--- src/rtl/sysreg_arb_pkg.sv ---
// Shared types for the two-port system register bus arbiter.
package sysreg_arb_pkg;

    localparam int SYSREG_ARB_NPORTS = 2;

    typedef logic port_idx_t;

    typedef enum logic [1:0] {
        ST_IDLE,
        ST_STROBE,
        ST_CAPTURE,
        ST_DONE
    } arb_state_t;

endpackage

--- src/rtl/sysreg_rr_pick.sv ---
// Combinational round-robin winner select; an active lock restricts the grant to its holder.
module sysreg_rr_pick
    import sysreg_arb_pkg::*;
(
    input  logic [SYSREG_ARB_NPORTS-1:0] req_i,
    input  port_idx_t                    last_gnt_i,
    input  logic                         lock_vld_i,
    input  port_idx_t                    lock_idx_i,
    output port_idx_t                    win_idx_o,
    output logic                         win_vld_o
);

    always_comb begin
        win_vld_o = 1'b0;
        win_idx_o = 1'b0;
        if (lock_vld_i) begin
            win_vld_o = req_i[lock_idx_i];
            win_idx_o = lock_idx_i;
        end else if (req_i[0] && req_i[1]) begin
            win_vld_o = 1'b1;
            win_idx_o = ~last_gnt_i;
        end else if (req_i[0]) begin
            win_vld_o = 1'b1;
            win_idx_o = 1'b0;
        end else if (req_i[1]) begin
            win_vld_o = 1'b1;
            win_idx_o = 1'b1;
        end
    end

endmodule

--- src/rtl/sysreg_arbiter.sv ---
// Two-port round-robin arbiter/sequencer for the 8-bit system register bus.
// Define SYSREG_ARB_LOCK_EN to let a port hold the grant for read-modify-write sequences.
module sysreg_arbiter
    import sysreg_arb_pkg::*;
#(
    parameter int AW = 8,
    parameter int DW = 8
) (
    input  logic          clk,
    input  logic          rst,
    input  logic          req0,
    input  logic          req1,
    input  logic          we0,
    input  logic          we1,
    input  logic [AW-1:0] addr0,
    input  logic [AW-1:0] addr1,
    input  logic [DW-1:0] wdata0,
    input  logic [DW-1:0] wdata1,
    input  logic          lock0,
    input  logic          lock1,
    output logic          ack0,
    output logic          ack1,
    output logic [DW-1:0] rdata0,
    output logic [DW-1:0] rdata1,
    output logic [AW-1:0] a,
    output logic [DW-1:0] d_d,
    input  logic [DW-1:0] d_q,
    output logic          read_strobe,
    output logic          write_strobe,
    output logic          busy
);

    arb_state_t    state_q, state_d;
    port_idx_t     gnt_q, gnt_d;
    port_idx_t     last_q, last_d;
    logic          we_q, we_d;
    logic [AW-1:0] bus_addr_q, bus_addr_d;
    logic [DW-1:0] bus_wdata_q, bus_wdata_d;
    logic [DW-1:0] rdata0_q, rdata0_d;
    logic [DW-1:0] rdata1_q, rdata1_d;
    logic          rs_q, rs_d;
    logic          ws_q, ws_d;

    port_idx_t     win_idx;
    logic          win_vld;
    logic          lock_vld;

    // The lock holder is always the most recently granted port.
    sysreg_rr_pick u_pick (
        .req_i      ({req1, req0}),
        .last_gnt_i (last_q),
        .lock_vld_i (lock_vld),
        .lock_idx_i (last_q),
        .win_idx_o  (win_idx),
        .win_vld_o  (win_vld)
    );

`ifdef SYSREG_ARB_LOCK_EN
    logic lock_q;
    logic lock_held_q;

    always_ff @(posedge clk or posedge rst) begin
        if (rst) begin
            lock_q      <= 1'b0;
            lock_held_q <= 1'b0;
        end else begin
            if (state_q == ST_IDLE && win_vld)
                lock_q <= win_idx ? lock1 : lock0;
            if (state_q == ST_DONE)
                lock_held_q <= lock_q;
        end
    end

    assign lock_vld = lock_held_q;
    assign busy     = (state_q != ST_IDLE) || lock_held_q;
`else
    logic unused_lock;

    assign unused_lock = lock0 | lock1;
    assign lock_vld    = 1'b0;
    assign busy        = (state_q != ST_IDLE);
`endif

    always_comb begin
        state_d     = state_q;
        gnt_d       = gnt_q;
        last_d      = last_q;
        we_d        = we_q;
        bus_addr_d  = bus_addr_q;
        bus_wdata_d = bus_wdata_q;
        rdata0_d    = rdata0_q;
        rdata1_d    = rdata1_q;
        rs_d        = 1'b0;
        ws_d        = 1'b0;
        case (state_q)
            ST_IDLE: begin
                if (win_vld) begin
                    gnt_d       = win_idx;
                    we_d        = win_idx ? we1 : we0;
                    bus_addr_d  = win_idx ? addr1 : addr0;
                    bus_wdata_d = win_idx ? wdata1 : wdata0;
                    rs_d        = ~we_d;
                    ws_d        = we_d;
                    state_d     = ST_STROBE;
                end
            end
            ST_STROBE: state_d = we_q ? ST_DONE : ST_CAPTURE;
            ST_CAPTURE: begin
                if (gnt_q) rdata1_d = d_q;
                else       rdata0_d = d_q;
                state_d = ST_DONE;
            end
            ST_DONE: begin
                last_d  = gnt_q;
                state_d = ST_IDLE;
            end
            default: state_d = ST_IDLE;
        endcase
    end

    always_ff @(posedge clk or posedge rst) begin
        if (rst) begin
            state_q     <= ST_IDLE;
            gnt_q       <= 1'b0;
            last_q      <= 1'b1;
            we_q        <= 1'b0;
            bus_addr_q  <= '0;
            bus_wdata_q <= '0;
            rdata0_q    <= '0;
            rdata1_q    <= '0;
            rs_q        <= 1'b0;
            ws_q        <= 1'b0;
        end else begin
            state_q     <= state_d;
            gnt_q       <= gnt_d;
            last_q      <= last_d;
            we_q        <= we_d;
            bus_addr_q  <= bus_addr_d;
            bus_wdata_q <= bus_wdata_d;
            rdata0_q    <= rdata0_d;
            rdata1_q    <= rdata1_d;
            rs_q        <= rs_d;
            ws_q        <= ws_d;
        end
    end

    assign ack0         = (state_q == ST_DONE) && (gnt_q == 1'b0);
    assign ack1         = (state_q == ST_DONE) && (gnt_q == 1'b1);
    assign rdata0       = rdata0_q;
    assign rdata1       = rdata1_q;
    assign a            = bus_addr_q;
    assign d_d          = bus_wdata_q;
    assign read_strobe  = rs_q;
    assign write_strobe = ws_q;

endmodule

--- config.mk ---
export PLATFORM = sky130hd
export DESIGN_NAME = sysreg_arbiter
export DESIGN_NICKNAME = d
export VERILOG_FILES = /design/src/rtl/sysreg_arb_pkg.sv /design/src/rtl/sysreg_rr_pick.sv /design/src/rtl/sysreg_arbiter.sv
export SDC_FILE = /design/constraint.sdc
export NUM_CORES = 1
export LEC_CHECK = 0
export ABC_AREA = 1
export ABC_CLOCK_PERIOD_IN_PS = 1680
export BUFFER_PORTS_ARGS = -buffer_cell sky130_fd_sc_hd__buf_2
export CORE_UTILIZATION = 47
export CTS_BUF_LIST = sky130_fd_sc_hd__clkbuf_4 sky130_fd_sc_hd__clkbuf_8 sky130_fd_sc_hd__clkbuf_16
export CTS_CLUSTER_SIZE = 28
export DETAILED_ROUTE_END_ITERATION = 16
export PLACE_DENSITY = 0.83
export SETUP_SLACK_MARGIN = 0.3
export SKIP_LAST_GASP = 1
export SLEW_MARGIN = 20
export SYNTH_ARGS = -nofsm -noshare
export SYNTH_HDL_FRONTEND = slang
export SYNTH_SLANG_ARGS = --single-unit
--- constraint.sdc ---
create_clock -name clk -period 1.68 [get_ports clk]
set_input_delay 0.336 -clock clk [delete_from_list [all_inputs] [get_ports clk]]
set_output_delay 0.336 -clock clk [all_outputs]
set_load 0.01 [all_outputs]
Word-level counts from Yosys, hierarchy flattened
Index checks and enable logic that the tools add are counted.
{"block": "word_totals", "reg_bits": 39, "inputBits": 48, "output_inout_bits": 37, "wordCells": 40}
{"block": "op_classes", "eq_ne": 4, "mux": 15, "bitwise": 3, "n_reduce_logical": 8}
{"cell": "8-bit two-way mux", "count": 2}
{"cell": "1-bit two-way mux", "count": 11}
{"cell": "2-bit case mux with 4 select lines", "count": 1}
{"cell": "2-bit AND reduction", "count": 3}
{"cell": "2-bit equality test, second input constant", "count": 2}
{"cell": "1-bit logical AND", "count": 3}
{"cell": "1-bit NOT", "count": 3}
{"cell": "2-bit by 1-bit equality test with 1-bit output, second input constant", "count": 1}
{"cell": "2-bit logical NOT", "count": 1}
{"cell": "2-bit two-way mux", "count": 1}
{"cell": "2-bit by 1-bit != test with 1-bit output, second input constant", "count": 1}
{"cell": "2-bit nonzero test", "count": 1}

Depth between registers and ports, before layout
Gate-level depths: netlist of the first run.
{"block": "depth", "depth_word": 7, "mapped_depth": 7, "depth_no_buf": 6}

Modules after synthesis
A second synthesis of the first run with hierarchy kept.
{"block": "hier_totals", "hier_cells": 237, "area_unflattened_um2": 1885.6}
{"mod": "sysreg_arbiter", "n_inst": 1, "cells_per_inst": 227, "area_each_um2": 1846.8, "seq_area_each_um2": 977.2}
{"mod": "sysreg_rr_pick", "n_inst": 1, "cells_per_inst": 10, "area_each_um2": 38.8, "seq_area_each_um2": 0.0}

Worst setup path after synthesis of the first run
Ideal clock, no wire load.
{"block": "synth_timing", "kind": "reg2reg", "startpoint": "register state_q[0]", "endpoint": "register bus_addr_q[5], in the netlist a[5]", "setup_ns": 0.065, "t_arrival_ns": 1.260, "t_required_ns": 1.615, "slack_ns": 0.355, "stages_incl_launch_ff": 8, "path_buffers": 1, "period_less_slack_ns": 1.325, "cell_sequence": "dfrtp_1 -> inv_1 -> ha_1 -> inv_2 -> nor2_8 -> buf_12 -> nand3_2 -> nand2_1"}
{"block": "synth_via", "elab_chain_len": 2}
{"item": "start: declaration", "line": "sysreg_arbiter.sv:33", "rtl": "arb_state_t state_q, state_d;"}
{"item": "start signal: assignment", "line": "sysreg_arbiter.sv:134", "rtl": "state_q <= state_d;"}
{"item": "2-bit logical NOT", "line": "sysreg_arbiter.sv:95", "rtl": "case (state_q)"}
{"item": "2-bit AND reduction (no source line)"}
{"item": "end signal: assignment", "line": "sysreg_arbiter.sv:138", "rtl": "bus_addr_q <= bus_addr_d;"}
{"item": "end: declaration", "line": "sysreg_arbiter.sv:37", "rtl": "logic [AW-1:0] bus_addr_q, bus_addr_d;"}
Every way passes these cells.
A chain may end at the register's enable or synchronous reset.

Worst setup path after layout of the first run
{"block": "layout_timing", "startpoint": "register state_q[0]", "endpoint": "output ack1"}
{"block": "layout_via", "elab_chain_len": 2}
{"item": "2-bit equality test", "line": "sysreg_arbiter.sv:148", "rtl": "assign ack1 = (state_q == ST_DONE) && (gnt_q == 1'b1);"}
{"item": "1-bit logical AND", "line": "sysreg_arbiter.sv:148"}
{"item": "end: declaration", "line": "sysreg_arbiter.sv:22", "rtl": "output logic ack1,"}
Every way passes these cells.

==> results.txt, run 1 <==
The run finished with clean final reports. The average wire per standard cell is 11.5 um. After synthesis, the largest family of logic cells by area is simple AND/OR/NAND/NOR gates. The total length of routed wires came out at 4370 um. In this design, the largest share of critical-path delay is due to flip-flops. The number of warnings printed during yosys synthesis came out at 0.

The number of top-level pins is 85. The via density per instance came out at 4.68. The post-route clock skew is 0.00279 ns. The area added between synthesis and finish is 31.4%.

The final setup violation count is 0. Among all stages on the critical path, the largest delay is contributed by sky130_fd_sc_hd__dfrtp_1. Setup repair after global routing could not meet its margin everywhere. By area the synthesized netlist is led by sky130_fd_sc_hd__dfrtp_1 (48%), sky130_fd_sc_hd__nand2_1 (13%), sky130_fd_sc_hd__inv_1 (9.0%), sky130_fd_sc_hd__nand3_1 (6.0%), sky130_fd_sc_hd__nand3_2 (5.0%). The flop-to-flop setup slack came out at 0.32 ns.

The portion of synthesized area spent on multiplexers is 0%. The required arrival time at the worst endpoint is roughly 1.3 ns. The number of global-route vias before repair came out at roughly 1600. The flip-flop and latch count after synthesis is 39. Entering global routing, the biggest net connects 40 pins.

The mean area per synthesized cell came out at 8.34 sq um. The cell at the root of the clock tree is sky130_fd_sc_hd__clkbuf_8. The XOR/XNOR share of the synthesized area came out at 0%.

The die height is between 60 and 70 um. The setup total negative slack is 0 ns. The maximum single-stage delay on the critical path is around 0.4 ns. The fmax came out at 676 MHz.

The worst hold path belongs to the class input port to async pin. The worst-case clock buffer depth came out at 2. Leaving out fill and tap cells, the most frequent cells in the layout are sky130_fd_sc_hd__buf_2 (81), sky130_fd_sc_hd__nand2_1 (65), sky130_fd_sc_hd__inv_1 (45), sky130_fd_sc_hd__dfrtp_1 (38), sky130_fd_sc_hd__nand3_1 (24).

For this configuration, the core starts out at a cell density of between 40% and 50%. The register cell area after layout is 977 sq um. The leakage power came out at 1.57 nW. Along the worst path, the maximum fanout reaches 3. The netlist area before placement is 1990 sq um. The proportion of layout cells with a drive suffix above 1 came out at 40.7%. The starting DRC count in detailed routing is 109. The number of filler instances in the final layout is 346.

The max-slew violation total from the final report is 0. Summing the areas of all compound-gate instances in the mapped netlist gives 6.34% of the synthesized area. At the pin with the least slew margin, the transition time is about 0.47 ns. The sequential element share of the synthesized area is 49.0%. The endpoint identified for the worst register-to-register timing path is rdata1[4]. The portion of synthesized cell area occupied by the leading cell type is a little under half.

The global-route wire length before repair came out at 6920 um. The H-tree was split into 2 levels. Counting cells, the worst reg-to-reg path comes to 5. The later-pin clock latency in the skew report is 0.29 ns. The final net count came out at between 300 and 400. The number of core rows is 23. After Yosys synthesis, full adders, half adders and majority gates account for about 2.5% of the synthesized area. The count of unique library cells instantiated by Yosys is 23. The post-CTS clock slew at the launch and capture registers of the worst setup and hold paths is around 0.070 ns. The antenna cell count is 0. The max-capacitance violation count came out at 0. The hold-fix buffer count after cts is 0.

The die covers 4510 sq um. The startpoint of the lowest-slack register-to-register path is state_q[0]. The via total after detailed routing came out at 1786. STA classifies the critical path endpoint as a primary output. The relative max-transition margin came out at 68.4%. The fraction of the mapped netlist area in simple logic gates is between 20 and 30%. Counting tap cells, the placed design contains a total of 365 instances. The pre-antenna-repair detailed-routing pass consisted of 4 iterations. The number of nets still failing antenna checks after routing came out at 0. The final worst-path cycle share is 88.0%. The library cell used most frequently in the layout, excluding fill and tap cells, is sky130_fd_sc_hd__buf_2. The area of the multi-input gates came out at approximately 790 sq um. The width of the chip is 67.1 um. Summed over all layers, the global routing overflow is 0.

Port buffering added 82 buffers. TritonCTS built the clock tree. The count of unresolved DRC violations after routing came out at 0. The critical path contains buffers and inverters numbering 2 combined. Buffers inserted during clock tree synthesis total 5.

The placer's final routability congestion estimate came out at 0.758. The placeable core region is around 4000 sq um. The worst-case vdd ir drop is around 0.77 mV.

The number of hold violations in the final report came out at 0. The initial antenna violation count is 0. The biggest area contributor in the post-synthesis netlist is sky130_fd_sc_hd__dfrtp_1. The global-route usage over all layers is just over 20%. The minimum clock period after layout is 1.48 ns.

The power per cell area came out at 1680 nW/um^2. The signal on the critical path passes through ha_2, nand2_2, inv_1, buf_2. The post-layout instance count excluding filler cells is 382. The estimated wirelength of the detail-placed design came out at between 3000 and 4000 um.

The worst setup path is launched from a register. At the worst endpoint, the arrival time is 1.14 ns. The gate count of the mapped netlist came out at 239. The critical path in this run is classified as register to primary output.

The count of clock tree sinks came out at 39. The number of nets in the synthesized netlist is 291.
## repair_timing
action | CTS | global route
setup endpoints to repair | 23 | 28
pin swaps | 2 | 2
resized for setup | 9 | 3
gates cloned | 0 | 1
setup buffers | 5 | 3
## flip-flops by register name, indices dropped and copies added, names as in the netlist, 2 cells and up
| name | count |
|---|---|
| d_d | 8 |
| rdata0 | 8 |
| rdata1 | 8 |
| state_q | 2 |
| a | 8 |
## cell usage after synthesis
library cell               number
sky130_fd_sc_hd__a21oi_1        2
sky130_fd_sc_hd__buf_12         1
sky130_fd_sc_hd__buf_2          3
sky130_fd_sc_hd__buf_4          1
sky130_fd_sc_hd__buf_6          1
sky130_fd_sc_hd__buf_8          1
sky130_fd_sc_hd__clkbuf_1       1
sky130_fd_sc_hd__dfrtp_1       38
sky130_fd_sc_hd__dfstp_2        1
sky130_fd_sc_hd__ha_1           4
sky130_fd_sc_hd__inv_1         48
sky130_fd_sc_hd__inv_2          2
sky130_fd_sc_hd__nand2_1       67
sky130_fd_sc_hd__nand2_2        9
sky130_fd_sc_hd__nand2_4        2
sky130_fd_sc_hd__nand3_1       24
sky130_fd_sc_hd__nand3_2       10
sky130_fd_sc_hd__nor2_1         1
sky130_fd_sc_hd__nor2_2         1
sky130_fd_sc_hd__nor2_8         1
sky130_fd_sc_hd__o21ai_0       19
sky130_fd_sc_hd__o21ai_1        1
sky130_fd_sc_hd__o21ai_4        1
## per-stage QoR
| stage | total power, mW | hold slack [ns] | cell area (sq um) | setup WS, ns | util, % |
|---|---|---|---|---|---|
| after floorplan | 2.89 | 0.450 | 1990 | 0.355 | - |
| after global placement | 3.44 | 0.460 | 2410 | 0.196 | 59.8 |
| after detailed placement | 3.52 | 0.466 | 2410 | 0.116 | 59.8 |
| after CTS | 4.32 | 0.163 | 2560 | 0.195 | 63.6 |
| after global routing | 4.77 | 0.185 | 2620 | 0.150 | 65.0 |
| final | 4.41 | 0.142 | 2620 | 0.201 | 65.0 |
## worst reg2reg max path, cell delays in order (launching register included)
cell,delay [ns]
sky130_fd_sc_hd__dfrtp_1,0.41
sky130_fd_sc_hd__inv_2,0.10
sky130_fd_sc_hd__ha_1,0.18
sky130_fd_sc_hd__nand2_1,0.29
sky130_fd_sc_hd__nand2_1,0.14
sky130_fd_sc_hd__o21ai_0,0.10
## area by class of cell
cell class | instances | area share, %
Sequential cell | 39 | 37.3
Inverter | 50 | 7.35
Tap cell | 50 | 2.39
Clock buffer | 7 | 3.20
Clock inverter | 1 | 0.191
Timing Repair Buffer | 92 | 19.2
Multi-Input combinational cell | 143 | 30.3
## worst max-delay path by stage
stage,startpoint,to,slack [ns],depth (start not counted)
detailed placement,state_q[0],we_q,0.12,6
global placement,state_q[0],write_strobe,0.20,6
global route,state_q[0],ack0,0.15,4
CTS,state_q[1],ack1,0.19,4
floorplan,state_q[0],a[5],0.35,7
finish,state_q[0],ack1,0.20,4
## power by group
group          switching, mW  leakage (nW)  total (mW)  internal [mW]
sequential             0.260         0.477        1.67           1.41
combinational           1.21          1.04        2.10          0.894
clock                  0.317        0.0491       0.641          0.324
## logic make-up after synthesis
| group | Yosys count |
|---|---|
| AO/OA/AOI/OAI | 23 |
| adder cells (fa/ha/maj) | 4 |
| AND/OR/NAND/NOR | 115 |
| flip-flops | 39 |
| buffers and inverters | 58 |
## layer usage
layer / up-vias / track usage [%] / part of all wire [%]
met1: 819 / 24.9 / 44
li1: 909 / - / -
met2: 50 / 34.5 / 49
met4: 0 / 8.78 / 1.8
met3: 8 / 4.05 / 5.3
met5: - / 0 / 0
No activity file was read; power rests on OpenSTA's default activity.
==> run 2, diff against run 1 <==
--- a/config.mk
+++ b/config.mk
@@ -12,7 +12,7 @@
 export CTS_BUF_LIST = sky130_fd_sc_hd__clkbuf_4 sky130_fd_sc_hd__clkbuf_8 sky130_fd_sc_hd__clkbuf_16
 export CTS_CLUSTER_SIZE = 28
 export DETAILED_ROUTE_END_ITERATION = 16
-export PLACE_DENSITY = 0.83
+export PLACE_DENSITY = 0.85
 export SETUP_SLACK_MARGIN = 0.3
 export SKIP_LAST_GASP = 1
 export SLEW_MARGIN = 20
==> constraint.sdc (replaced) <==
create_clock -name clk -period 1.68 [get_ports clk]
set_input_delay 0.336 -clock clk [delete_from_list [all_inputs] [get_ports clk]]
set_output_delay 0.336 -clock clk [all_outputs]
set_load 0.1 [all_outputs]
==> results.txt, run 2 (synthesized netlist as in run 1, its figures left out) <==
The number of global-route vias before repair was 1591 (was 1629). The number of port buffers came out at 82 (unchanged). The count of unresolved DRC violations after routing is 0 (unchanged). The worst hold path class is input port to async pin (unchanged). The global-route usage over all layers came out at 19.1% (was 20.3%). The final worst-path cycle share came out at 96.3% (was 88.0%). The number of detailed-routing iterations run before antenna repair is 4 (unchanged).

The fmax came out at 618 MHz (was 676 MHz). The count of clock tree sinks was 39 (unchanged). Status: finished clean (unchanged). The cell at the root of the clock tree is sky130_fd_sc_hd__clkbuf_8 (unchanged). The final net count is 381 (was 383). The via total after detailed routing is 1790 (was 1786). The number of hold violations in the final report is 0 (unchanged).

The number of nets still failing antenna checks after routing is 0 (unchanged). The estimated wirelength of the detail-placed design came out at 2970 um (was 3040 um). The global route total overflow came out at 0 (unchanged). The kind of cell adding the most delay to the critical path is flip-flops (unchanged). The average wire per standard cell came to 11.6 um (was 11.5 um). The destination of the worst register-to-register timing path is rdata1[6] (was rdata1[4]). The via density per instance came out at 4.71 (was 4.68). The width of the chip is 67.1 um (unchanged). The number of top-level pins was 85 (unchanged).

The startpoint of the lowest-slack register-to-register path was state_q[1] (was state_q[0]). The capturing element type of the critical path was a primary output (unchanged). The maximum level of the CTS H-tree came out at 2 (unchanged). The placer's final routability congestion estimate came out at 0.741 (was 0.758).

The final setup violation count is 0 (unchanged). The max-capacitance violation count was 0 (unchanged). The antenna cell count came out at 0 (unchanged). The setup total negative slack is 0 ns (unchanged).

The hold-fix buffer count after cts was 0 (unchanged). The category of the worst setup path launch point is a register (unchanged). The maximum number of pins on one net before global-route repair is 40 (unchanged).

The floorplan die area is 4510 sq um (unchanged). The global-route wire length before repair came out at 6520 um (was 6920 um). The initial core utilization is 49.5% (unchanged).

The measured slew at the worst slew-check pin came to 0.516 ns (was 0.474 ns). The max-slew violation total from the final report was 0 (unchanged). The later-pin clock latency in the skew report is 0.30 ns (was 0.29 ns). RSZ-0062 raised after global routing: true (unchanged). The proportion of layout cells with a drive suffix above 1 is 40.6% (was 40.7%). The starting DRC count in detailed routing came out at 79 (was 109). The critical path start-end classification is register to primary output (unchanged). The clock buffer count from CTS is 5 (unchanged).

The post-CTS clock slew at the launch and capture registers of the worst setup and hold paths came out at 0.08 ns (was 0.07 ns). The post-route clock skew is 0.0115 ns (was 0.00279 ns). The total length of routed wires came to 4410 um (was 4370 um). The maximum single-stage delay on the critical path is 0.42 ns (was 0.41 ns). The initial antenna violation count was 0 (unchanged).

The die height is 67.1 um (unchanged). The cell with the biggest individual delay on the critical path was sky130_fd_sc_hd__dfrtp_1 (unchanged). The required arrival time at the worst endpoint came out at 1.34 ns (about the same).

The critical-path maximum fanout is 3 (unchanged). The relative max-transition margin is 65.5% (was 68.4%). The data arrival at the endpoint of the critical path came out at 1.28 ns (was 1.14 ns).

Worst path cell trace: ha_2, nand2_2, clkinvlp_4, buf_12 (was ha_2, nand2_2, inv_1, buf_2). The area added between synthesis and finish is 37.3% (was 31.4%). The most common library cell in the layout ignoring fill and taps is sky130_fd_sc_hd__nand2_1 (was sky130_fd_sc_hd__buf_2). The CTS tree is built (unchanged). The worst-case clock buffer depth came out at 2 (unchanged). Commonest cells after routing, fill and taps aside: sky130_fd_sc_hd__nand2_1 (65), sky130_fd_sc_hd__inv_1 (45), sky130_fd_sc_hd__buf_2 (45), sky130_fd_sc_hd__buf_4 (42), sky130_fd_sc_hd__dfrtp_1 (38) (was sky130_fd_sc_hd__buf_2 (81), sky130_fd_sc_hd__nand2_1 (65), sky130_fd_sc_hd__inv_1 (45), sky130_fd_sc_hd__dfrtp_1 (38), sky130_fd_sc_hd__nand3_1 (24)). The number of core rows was 23 (unchanged).

The number of buffer and inverter instances along the worst setup path is 2 (unchanged). The cell count of the worst reg-to-reg path came out at 5 (unchanged). The minimum clock period after layout came out at 1.62 ns (was 1.48 ns). The flop-to-flop setup slack came out at 0.26 ns (was 0.32 ns).

The placeable core region came to 4030 sq um (unchanged).
run 2: cell count changes in the layout (fill, tap and decap cells not counted), sizes merged:
cell      change
clkbuf        -1
buf           -1
inv           -1
o21ai         -1
clkinvlp      +2
run 2: what timing repair did:
item                                    4_1_cts  5_1_grt
gates cloned                                  0        0
buffers inserted                              1        6
endpoints found under the setup margin       57       25
pin swaps                                     1        2
gates resized for setup                      38        2
hold endpoints to repair                      0        0
run 2: worst max-delay path by stage:
stage               startpoint    to  depth (start not counted)
floorplan           state_q[0]  ack0                          3
global placement    state_q[0]  we_q                          6
detailed placement  state_q[0]  we_q                          6
CTS                 state_q[1]  ack1                          4
global route        state_q[0]  ack1                          4
finish              state_q[0]  ack1                          4
run 2: routing by layer:
layer	track usage (%)	vias up	routed length [um]	part of all wire (%)
li1	-	904	-	-
met1	22.7	828	1840	42
met2	33.4	47	2300	52
met3	4.56	11	171	3.9
met4	7.18	0	93	2.1
met5	0	-	0	0
run 2: tightest hold or removal path, delay by kind of cell:
family	cells	cell delay, ns
buffers and inverters	3	0.53
run 2: layout make-up:
cell class              count  area [sq um]
clock inverters             2          12.5
well taps                  50          62.6
inverters                  50           196
multi-input cells         142           793
clock buffers               6          76.3
repair buffers             91           621
fillers                   325          1290
flip-flops and latches     39           977
run 2: through the flow:
step | cell area (sq um) | setup slack, ns | hold slack, ns | util [%] | cells
final | 2740 | 0.0626 | 0.126 | 68.0 | 380
after global routing | 2740 | 0.00936 | 0.183 | 68.0 | 380
after CTS | 2670 | 0.0811 | 0.156 | 66.3 | 374
after detailed placement | 2480 | 0.192 | 0.466 | 61.5 | 365
after global placement | 2480 | 0.255 | 0.458 | 61.5 | 365
after floorplan | 2020 | 0.255 | 0.450 | - | 239
Power of run 2 is not shown: default switching activity piles up to over one toggle a cycle in this logic, so the estimate is an artifact.
